File: config.mk
export PLATFORM = sky130hd
export DESIGN_NAME = nb_read_sequencer_flat
export DESIGN_NICKNAME = d
export VERILOG_FILES = /design/src/rtl/nb_read_sequencer_if.sv /design/src/rtl/nb_read_sequencer.sv /design/src/flat_wrapper.sv
export SDC_FILE = /design/constraint.sdc
export NUM_CORES = 1
export LEC_CHECK = 0
export ABC_AREA = 1
export CORE_MARGIN = 2
export CORE_UTILIZATION = 42
export DETAILED_ROUTE_END_ITERATION = 10
export REMOVE_ABC_BUFFERS = 1
export SETUP_SLACK_MARGIN = 0.3
export SKIP_CTS_REPAIR_TIMING = 1
export SYNTH_ARGS = -nofsm -noshare
export SYNTH_HDL_FRONTEND = slang
export SYNTH_SLANG_ARGS = --single-unit
File: constraint.sdc
create_clock -name clk -period 12.6 [get_ports clk]
set_input_delay 2.52 -clock clk [delete_from_list [all_inputs] [get_ports clk]]
set_output_delay 2.52 -clock clk [all_outputs]
set_load 0.01 [all_outputs]
File: src/rtl/nb_read_sequencer_if.sv
// Bundle between the count/back-pressure side and the neighbour-cell position read stream.
// The master modport is the upstream/downstream environment; the sequencer is the slave.
interface nb_read_sequencer_if #(
  parameter int unsigned NUM_NEIGHBOR_CELLS = 13,
  parameter int unsigned NUM_FILTER         = 7,
  parameter int unsigned PARTICLE_ID_WIDTH  = 7
);
  localparam int unsigned NUM_CELLS = NUM_NEIGHBOR_CELLS + 1;

  logic                                   start;
  logic                                   count_valid;
  logic [NUM_CELLS*PARTICLE_ID_WIDTH-1:0] cell_particle_count;
  logic [PARTICLE_ID_WIDTH-1:0]           ref_particle_count;
  logic [NUM_FILTER-1:0]                  filter_almost_full;
  logic                                   phase;
  logic                                   reading_particle_num;
  logic                                   pause_reading;
  logic [PARTICLE_ID_WIDTH-1:0]           ref_id;
  logic [PARTICLE_ID_WIDTH-1:0]           particle_id;
  logic [NUM_CELLS-1:0]                   broadcast_done;
  logic                                   busy;
  logic                                   done;

  modport master (
    output start, count_valid, cell_particle_count, ref_particle_count, filter_almost_full,
    input  phase, reading_particle_num, pause_reading, ref_id, particle_id,
           broadcast_done, busy, done
  );

  modport slave (
    input  start, count_valid, cell_particle_count, ref_particle_count, filter_almost_full,
    output phase, reading_particle_num, pause_reading, ref_id, particle_id,
           broadcast_done, busy, done
  );
endinterface

File: src/rtl/nb_read_sequencer.sv
// Neighbour-cell position read sequencer: count read, then per-reference sweeps over both
// neighbour phases with per-cell exhaustion flags and filter back-pressure stalls.
module nb_read_sequencer #(
  parameter int unsigned NUM_NEIGHBOR_CELLS = 13,
  parameter int unsigned NUM_FILTER         = 7,
  parameter int unsigned PARTICLE_ID_WIDTH  = 7,
  parameter int unsigned DRAIN_CYCLES       = 4
) (
  input  logic               clk,
  input  logic               rst,
  nb_read_sequencer_if.slave bus
);
  localparam int unsigned W         = PARTICLE_ID_WIDTH;
  localparam int unsigned NUM_CELLS = NUM_NEIGHBOR_CELLS + 1;
  localparam int unsigned CW        = NUM_CELLS * W;
  localparam int unsigned DW        = (DRAIN_CYCLES > 1) ? $clog2(DRAIN_CYCLES) : 1;

  typedef enum logic [2:0] {
    S_IDLE, S_READ_NUM, S_WAIT_CNT, S_MAX, S_SWEEP, S_DRAIN
  } state_e;

  state_e               state_q, state_d;
  logic                 phase_q, phase_d;
  logic                 rpn_q, rpn_d;
  logic                 pause_q, pause_d;
  logic [W-1:0]         ref_id_q, ref_id_d;
  logic [W-1:0]         pid_q, pid_d;
  logic [NUM_CELLS-1:0] bd_q, bd_d;
  logic                 busy_q, busy_d;
  logic                 done_q, done_d;
  logic [CW-1:0]        cnt_q, cnt_d;
  logic [W-1:0]         ref_cnt_q, ref_cnt_d;
  logic [W-1:0]         max0_q, max0_d;
  logic [W-1:0]         max1_q, max1_d;
  logic [DW-1:0]        drain_q, drain_d;

  logic [W-1:0]         max0_c, max1_c, cur_max_c;
  logic                 last_phase_c;

  // Per-phase maxima over the latched counts
  always_comb begin
    max0_c = '0;
    max1_c = '0;
    for (int unsigned c = 0; c < NUM_FILTER; c++) begin
      if (cnt_q[c*W +: W] > max0_c) max0_c = cnt_q[c*W +: W];
    end
    for (int unsigned c = NUM_FILTER; c < NUM_CELLS; c++) begin
      if (cnt_q[c*W +: W] > max1_c) max1_c = cnt_q[c*W +: W];
    end
  end

  always_comb begin
    state_d   = state_q;
    phase_d   = phase_q;
    rpn_d     = 1'b0;
    pause_d   = 1'b0;
    ref_id_d  = ref_id_q;
    pid_d     = pid_q;
    cnt_d     = cnt_q;
    ref_cnt_d = ref_cnt_q;
    max0_d    = max0_q;
    max1_d    = max1_q;
    drain_d   = drain_q;
    bd_d      = '0;

    cur_max_c    = phase_q ? max1_q : max0_q;
    // Phase 1 is always last; phase 0 is last only when phase 1 is empty
    last_phase_c = phase_q || (max1_q == '0);

    unique case (state_q)
      S_IDLE: begin
        if (bus.start) begin
          state_d  = S_READ_NUM;
          rpn_d    = 1'b1;
          ref_id_d = '0;
          pid_d    = '0;
          phase_d  = 1'b0;
        end
      end
      S_READ_NUM: state_d = S_WAIT_CNT;
      S_WAIT_CNT: begin
        if (bus.count_valid) begin
          cnt_d     = bus.cell_particle_count;
          ref_cnt_d = bus.ref_particle_count;
          state_d   = S_MAX;
        end
      end
      S_MAX: begin
        max0_d = max0_c;
        max1_d = max1_c;
        if ((ref_cnt_q == '0) || ((max0_c == '0) && (max1_c == '0))) begin
          state_d = S_DRAIN;
          drain_d = '0;
        end else begin
          state_d  = S_SWEEP;
          ref_id_d = W'(1);
          pid_d    = W'(1);
          phase_d  = (max0_c == '0);
        end
      end
      S_SWEEP: begin
        if (|bus.filter_almost_full) begin
          pause_d = 1'b1;
        end else if (pid_q != cur_max_c) begin
          pid_d = pid_q + W'(1);
        end else if ((ref_id_q == ref_cnt_q) && last_phase_c) begin
          state_d  = S_DRAIN;
          drain_d  = '0;
          pid_d    = '0;
          ref_id_d = '0;
          phase_d  = 1'b0;
        end else begin
          pid_d = W'(1);
          if (!phase_q && (max1_q != '0)) begin
            phase_d = 1'b1;
          end else begin
            ref_id_d = ref_id_q + W'(1);
            phase_d  = (max0_q == '0);
          end
        end
      end
      S_DRAIN: begin
        if (drain_q == DW'(DRAIN_CYCLES - 1)) state_d = S_IDLE;
        else                                  drain_d = drain_q + DW'(1);
      end
      default: state_d = S_IDLE;
    endcase

    // Exhaustion flags follow the address being issued; frozen while stalled
    if (state_d == S_DRAIN) begin
      bd_d = '1;
    end else if (state_d == S_SWEEP) begin
      if (pause_d) begin
        bd_d = bd_q;
      end else begin
        for (int unsigned c = 0; c < NUM_CELLS; c++) bd_d[c] = (pid_d > cnt_q[c*W +: W]);
      end
    end

    busy_d = (state_d != S_IDLE);
    done_d = (state_d == S_DRAIN) && (drain_d == DW'(DRAIN_CYCLES - 1));
  end

  always_ff @(posedge clk or negedge rst) begin
    if (!rst) begin
      state_q   <= S_IDLE;
      phase_q   <= 1'b0;
      rpn_q     <= 1'b0;
      pause_q   <= 1'b0;
      ref_id_q  <= '0;
      pid_q     <= '0;
      bd_q      <= '0;
      busy_q    <= 1'b0;
      done_q    <= 1'b0;
      cnt_q     <= '0;
      ref_cnt_q <= '0;
      max0_q    <= '0;
      max1_q    <= '0;
      drain_q   <= '0;
    end else begin
      state_q   <= state_d;
      phase_q   <= phase_d;
      rpn_q     <= rpn_d;
      pause_q   <= pause_d;
      ref_id_q  <= ref_id_d;
      pid_q     <= pid_d;
      bd_q      <= bd_d;
      busy_q    <= busy_d;
      done_q    <= done_d;
      cnt_q     <= cnt_d;
      ref_cnt_q <= ref_cnt_d;
      max0_q    <= max0_d;
      max1_q    <= max1_d;
      drain_q   <= drain_d;
    end
  end

  assign bus.phase                = phase_q;
  assign bus.reading_particle_num = rpn_q;
  assign bus.pause_reading        = pause_q;
  assign bus.ref_id               = ref_id_q;
  assign bus.particle_id          = pid_q;
  assign bus.broadcast_done       = bd_q;
  assign bus.busy                 = busy_q;
  assign bus.done                 = done_q;
endmodule

File: src/flat_wrapper.sv
// flat-port wrapper written by rule: the top's interface ports become plain ports
module nb_read_sequencer_flat 
#(
  parameter int unsigned NUM_NEIGHBOR_CELLS = 13,
  parameter int unsigned NUM_FILTER         = 7,
  parameter int unsigned PARTICLE_ID_WIDTH  = 7,
  parameter int unsigned DRAIN_CYCLES       = 4
)
  (clk, rst, bus_start, bus_count_valid, bus_cell_particle_count, bus_ref_particle_count, bus_filter_almost_full, bus_phase, bus_reading_particle_num, bus_pause_reading, bus_ref_id, bus_particle_id, bus_broadcast_done, bus_busy, bus_done);
  nb_read_sequencer_if #(.NUM_NEIGHBOR_CELLS(NUM_NEIGHBOR_CELLS), .NUM_FILTER(NUM_FILTER), .PARTICLE_ID_WIDTH(PARTICLE_ID_WIDTH)) bus_i ();
  input  logic clk;
  input  logic rst;
  input wire logic [$bits(bus_i.start)-1:0] bus_start;
  input wire logic [$bits(bus_i.count_valid)-1:0] bus_count_valid;
  input wire logic [$bits(bus_i.cell_particle_count)-1:0] bus_cell_particle_count;
  input wire logic [$bits(bus_i.ref_particle_count)-1:0] bus_ref_particle_count;
  input wire logic [$bits(bus_i.filter_almost_full)-1:0] bus_filter_almost_full;
  output wire logic [$bits(bus_i.phase)-1:0] bus_phase;
  output wire logic [$bits(bus_i.reading_particle_num)-1:0] bus_reading_particle_num;
  output wire logic [$bits(bus_i.pause_reading)-1:0] bus_pause_reading;
  output wire logic [$bits(bus_i.ref_id)-1:0] bus_ref_id;
  output wire logic [$bits(bus_i.particle_id)-1:0] bus_particle_id;
  output wire logic [$bits(bus_i.broadcast_done)-1:0] bus_broadcast_done;
  output wire logic [$bits(bus_i.busy)-1:0] bus_busy;
  output wire logic [$bits(bus_i.done)-1:0] bus_done;
  assign bus_i.start = bus_start;
  assign bus_i.count_valid = bus_count_valid;
  assign bus_i.cell_particle_count = bus_cell_particle_count;
  assign bus_i.ref_particle_count = bus_ref_particle_count;
  assign bus_i.filter_almost_full = bus_filter_almost_full;
  assign bus_phase = bus_i.phase;
  assign bus_reading_particle_num = bus_i.reading_particle_num;
  assign bus_pause_reading = bus_i.pause_reading;
  assign bus_ref_id = bus_i.ref_id;
  assign bus_particle_id = bus_i.particle_id;
  assign bus_broadcast_done = bus_i.broadcast_done;
  assign bus_busy = bus_i.busy;
  assign bus_done = bus_i.done;
  nb_read_sequencer #(.NUM_NEIGHBOR_CELLS(NUM_NEIGHBOR_CELLS), .NUM_FILTER(NUM_FILTER), .PARTICLE_ID_WIDTH(PARTICLE_ID_WIDTH), .DRAIN_CYCLES(DRAIN_CYCLES)) u_core (.clk(clk), .rst(rst), .bus(bus_i));
endmodule
==> reports/results.tsv <==
metric	value	unit
global-route wire length before repair	56000	um
Setup TNS	0	ns
main combinational cell family by area after synthesis	simple AND/OR/NAND/NOR gates	
Post-route DRC	0	
Pins Over Slew Limit	0	
most common flop cell mapped by yosys	dfrtp_1	
Final Hold Fails	0	
clock slew at reported path FFs	0.07	ns
top cell type's share of synthesized area	32.3	%
worst slew pin tran	1.01	ns
crit-path max cell delay	0.74	ns
status	complete, no violations	
post-synthesis sequential area ratio	32.3	%
layout cells sized above 1	7.06	%
CP Capture Type	flip-flop	
kind of start point of the critical path	flip-flop	
total clock sinks	157	
R2R cell count	75	
number of synthesized flops with an enable pin	0	
final setup vio count	0	
post-synthesis cell type count	50	
Total Wirelength	34100	um
core area	0.0286	mm2
multiplexer area fraction after synthesis	0.833	%
Warnings, synthesis	0	
fin crit period	10.99	ns
Area contributors post-synth	dfrtp_1 (32%), ha_1 (19%), nand2_1 (9.0%)	
GRT Total Usage	23.1	%
GPL Wtd Cong	0.933	
initial core utilization	42.5	%
Register Area	0.00393	mm2
Port Buffers	148	
die area	0.0303	mm2
max frequency	0.0910	GHz
RR Endpoint	u_core.bus.broadcast_done[1]	
via count normalized by instance count	5.22	
Clock Latency Late Sink	0.44	ns
CP Launch Point	u_core.cnt_q[6]	
count leader, synth	nand2_1	
Min Hold Slack	0.488	ns
Post-Synth Adder-Cell Area	18.9	%
final net count	2014	
top cells by count, synth	nand2_1 (291), ha_1 (184), inv_1 (180), nor2_1 (170), a21oi_1 (166)	
final worst setup slack	1.61	ns
Synth Area in Compound Gates	12.5	%
CP Max Fanout	9	
DRT iter0 DRCs	677	
die width	174	um
number of antenna violations at the first check in global routing	0	
clk buf depth	2	
CP required	12.92	ns
Num CTS Buffers	17	
CP max-delay cell	o21ai_1	
number of global-route vias before repair	11028	
worst hold path type	flip-flop to flip-flop	
Post-Syn Area	0.0122	mm2
kind of critical path	flip-flop to flip-flop	
simple-gate portion of the synthesized area	27.3	%
area grow syn2layout	20.4	%
Vias	11028	
antenna diode count	0	
pre-CTS setup slack	1.62	ns
largest net degree at the start of global routing	202	
Synth Register Bits	157	
max-cap viol count	0	
layout filler cell count	2821	
grt ovf	0	
number of nets still failing antenna checks after routing	0	
Slew HR	32.8	%
Setup crit end	u_core.bus.broadcast_done[1]	
post-route clock period utilization	87.2	%
Gate Count Post-Synth	1571	
Hold Startpoint	u_core.max0_q[5]	
dpl hpwl	25800	um
xor and xnor fraction of the mapped netlist area	1.22	%
htree depth	4	
RSZ-0062 raised after global routing	false	
critical path data arrival time	11.31	ns
area of the multi-input gates	0.00742	mm2
row count	62	
CTS tree	done	
share of synthesized registers carrying an async set or reset	100	%
FF-to-FF Start	u_core.cnt_q[6]	
R2R setup slack	1.61	ns
syn_area_per_cell	7.75	um2
IO Pins	149	
overall die height	174	um
CTS root buf	clkbuf_16	
routed length per instance	16.1	um
cell mode on critical path	nand2_1	
Post-Route Skew	0.0168	ns
area leader, netlist	dfrtp_1	
DRT Pass-1 Iters	5	
## flip-flops by register name, indices dropped and copies added, names as in the netlist
| signal | count |
|---|---|
| u_core.cnt_q | 98 |
| u_core.drain_q | 2 |
| u_core.max1_q | 7 |
| u_core.bus.ref_id | 7 |
| u_core.ref_cnt_q | 7 |
| u_core.bus.pause_reading | 1 |
| u_core.bus.broadcast_done | 14 |
| u_core.bus.particle_id | 7 |
| u_core.bus.busy | 1 |
| u_core.state_q | 3 |
| u_core.bus.phase | 1 |
| u_core.max0_q | 7 |
| u_core.bus.reading_particle_num | 1 |
| u_core.bus.done | 1 |
## stage by stage
stage          std cells  cell area, um2  util [%]
6_report            2111           14600      51.2
5_1_grt             2111           14600      51.2
4_1_cts             2111           14600      51.1
3_5_place_dp        2079           14100      49.2
3_3_place_gp        2079           14100      49.2
2_1_floorplan       1538           12000         -
## area by class of cell
class                   count  area share [%]
clock buffers              19            2.96
clock inverters            13           0.888
inverters                 184            4.72
multi-input cells        1197            50.7
flip-flops and latches    157            26.8
well taps                 384            3.28
repair buffers            157            10.7
## kinds of logic after synthesis
kind of cell             count (synthesis)
AND/OR/NAND/NOR                        712
AO/OA/AOI/OAI                          275
buffers and inverters                  217
adder cells (fa/ha/maj)                184
flip-flops                             157
XOR/XNOR                                17
multiplexers                             9
## worst min path at each step
stage,depth (start not counted),slack (ns),to
after CTS,2,0.49,u_core.max0_q[5]
after floorplan,2,0.45,u_core.max0_q[5]
after global placement,2,0.47,u_core.max0_q[5]
after global routing,2,0.53,u_core.max0_q[5]
final,2,0.49,u_core.max0_q[5]
after detailed placement,2,0.47,u_core.max0_q[5]
## worst max-delay path: cells and delay by family, from the launching register on
kind,cells,cell delay [ns]
and+or+nand+nor,46,4.75
AOI/OAI and AO/OA,11,2.17
adders and majority gates,7,1.94
buffers and inverters,11,1.64
DFF,1,0.36
## layer usage
metal | wire [um] | track usage, %
met5 | 0 | 0
met4 | 938 | 7.60
met3 | 1370 | 3.54
met2 | 15600 | 38.0
met1 | 16200 | 31.2
## cell usage in the layout (no fill, tap or decap), drive strengths merged, types with 9 or more instances in the layout
cell type and instances:
a21o 10, a21oi 168, and2 26, buf 10
clkbuf 19, clkdlybuf4s50 147, dfrtp 157, ha 184
inv 190, mux2 9, nand2 315, nand3 119
nand3b 12, nand4 29, nor2 193, o21a 10
o21ai 60, xor2 17
Power is not shown: default switching activity piles up to over one toggle a cycle in this logic, so the estimate is an artifact.
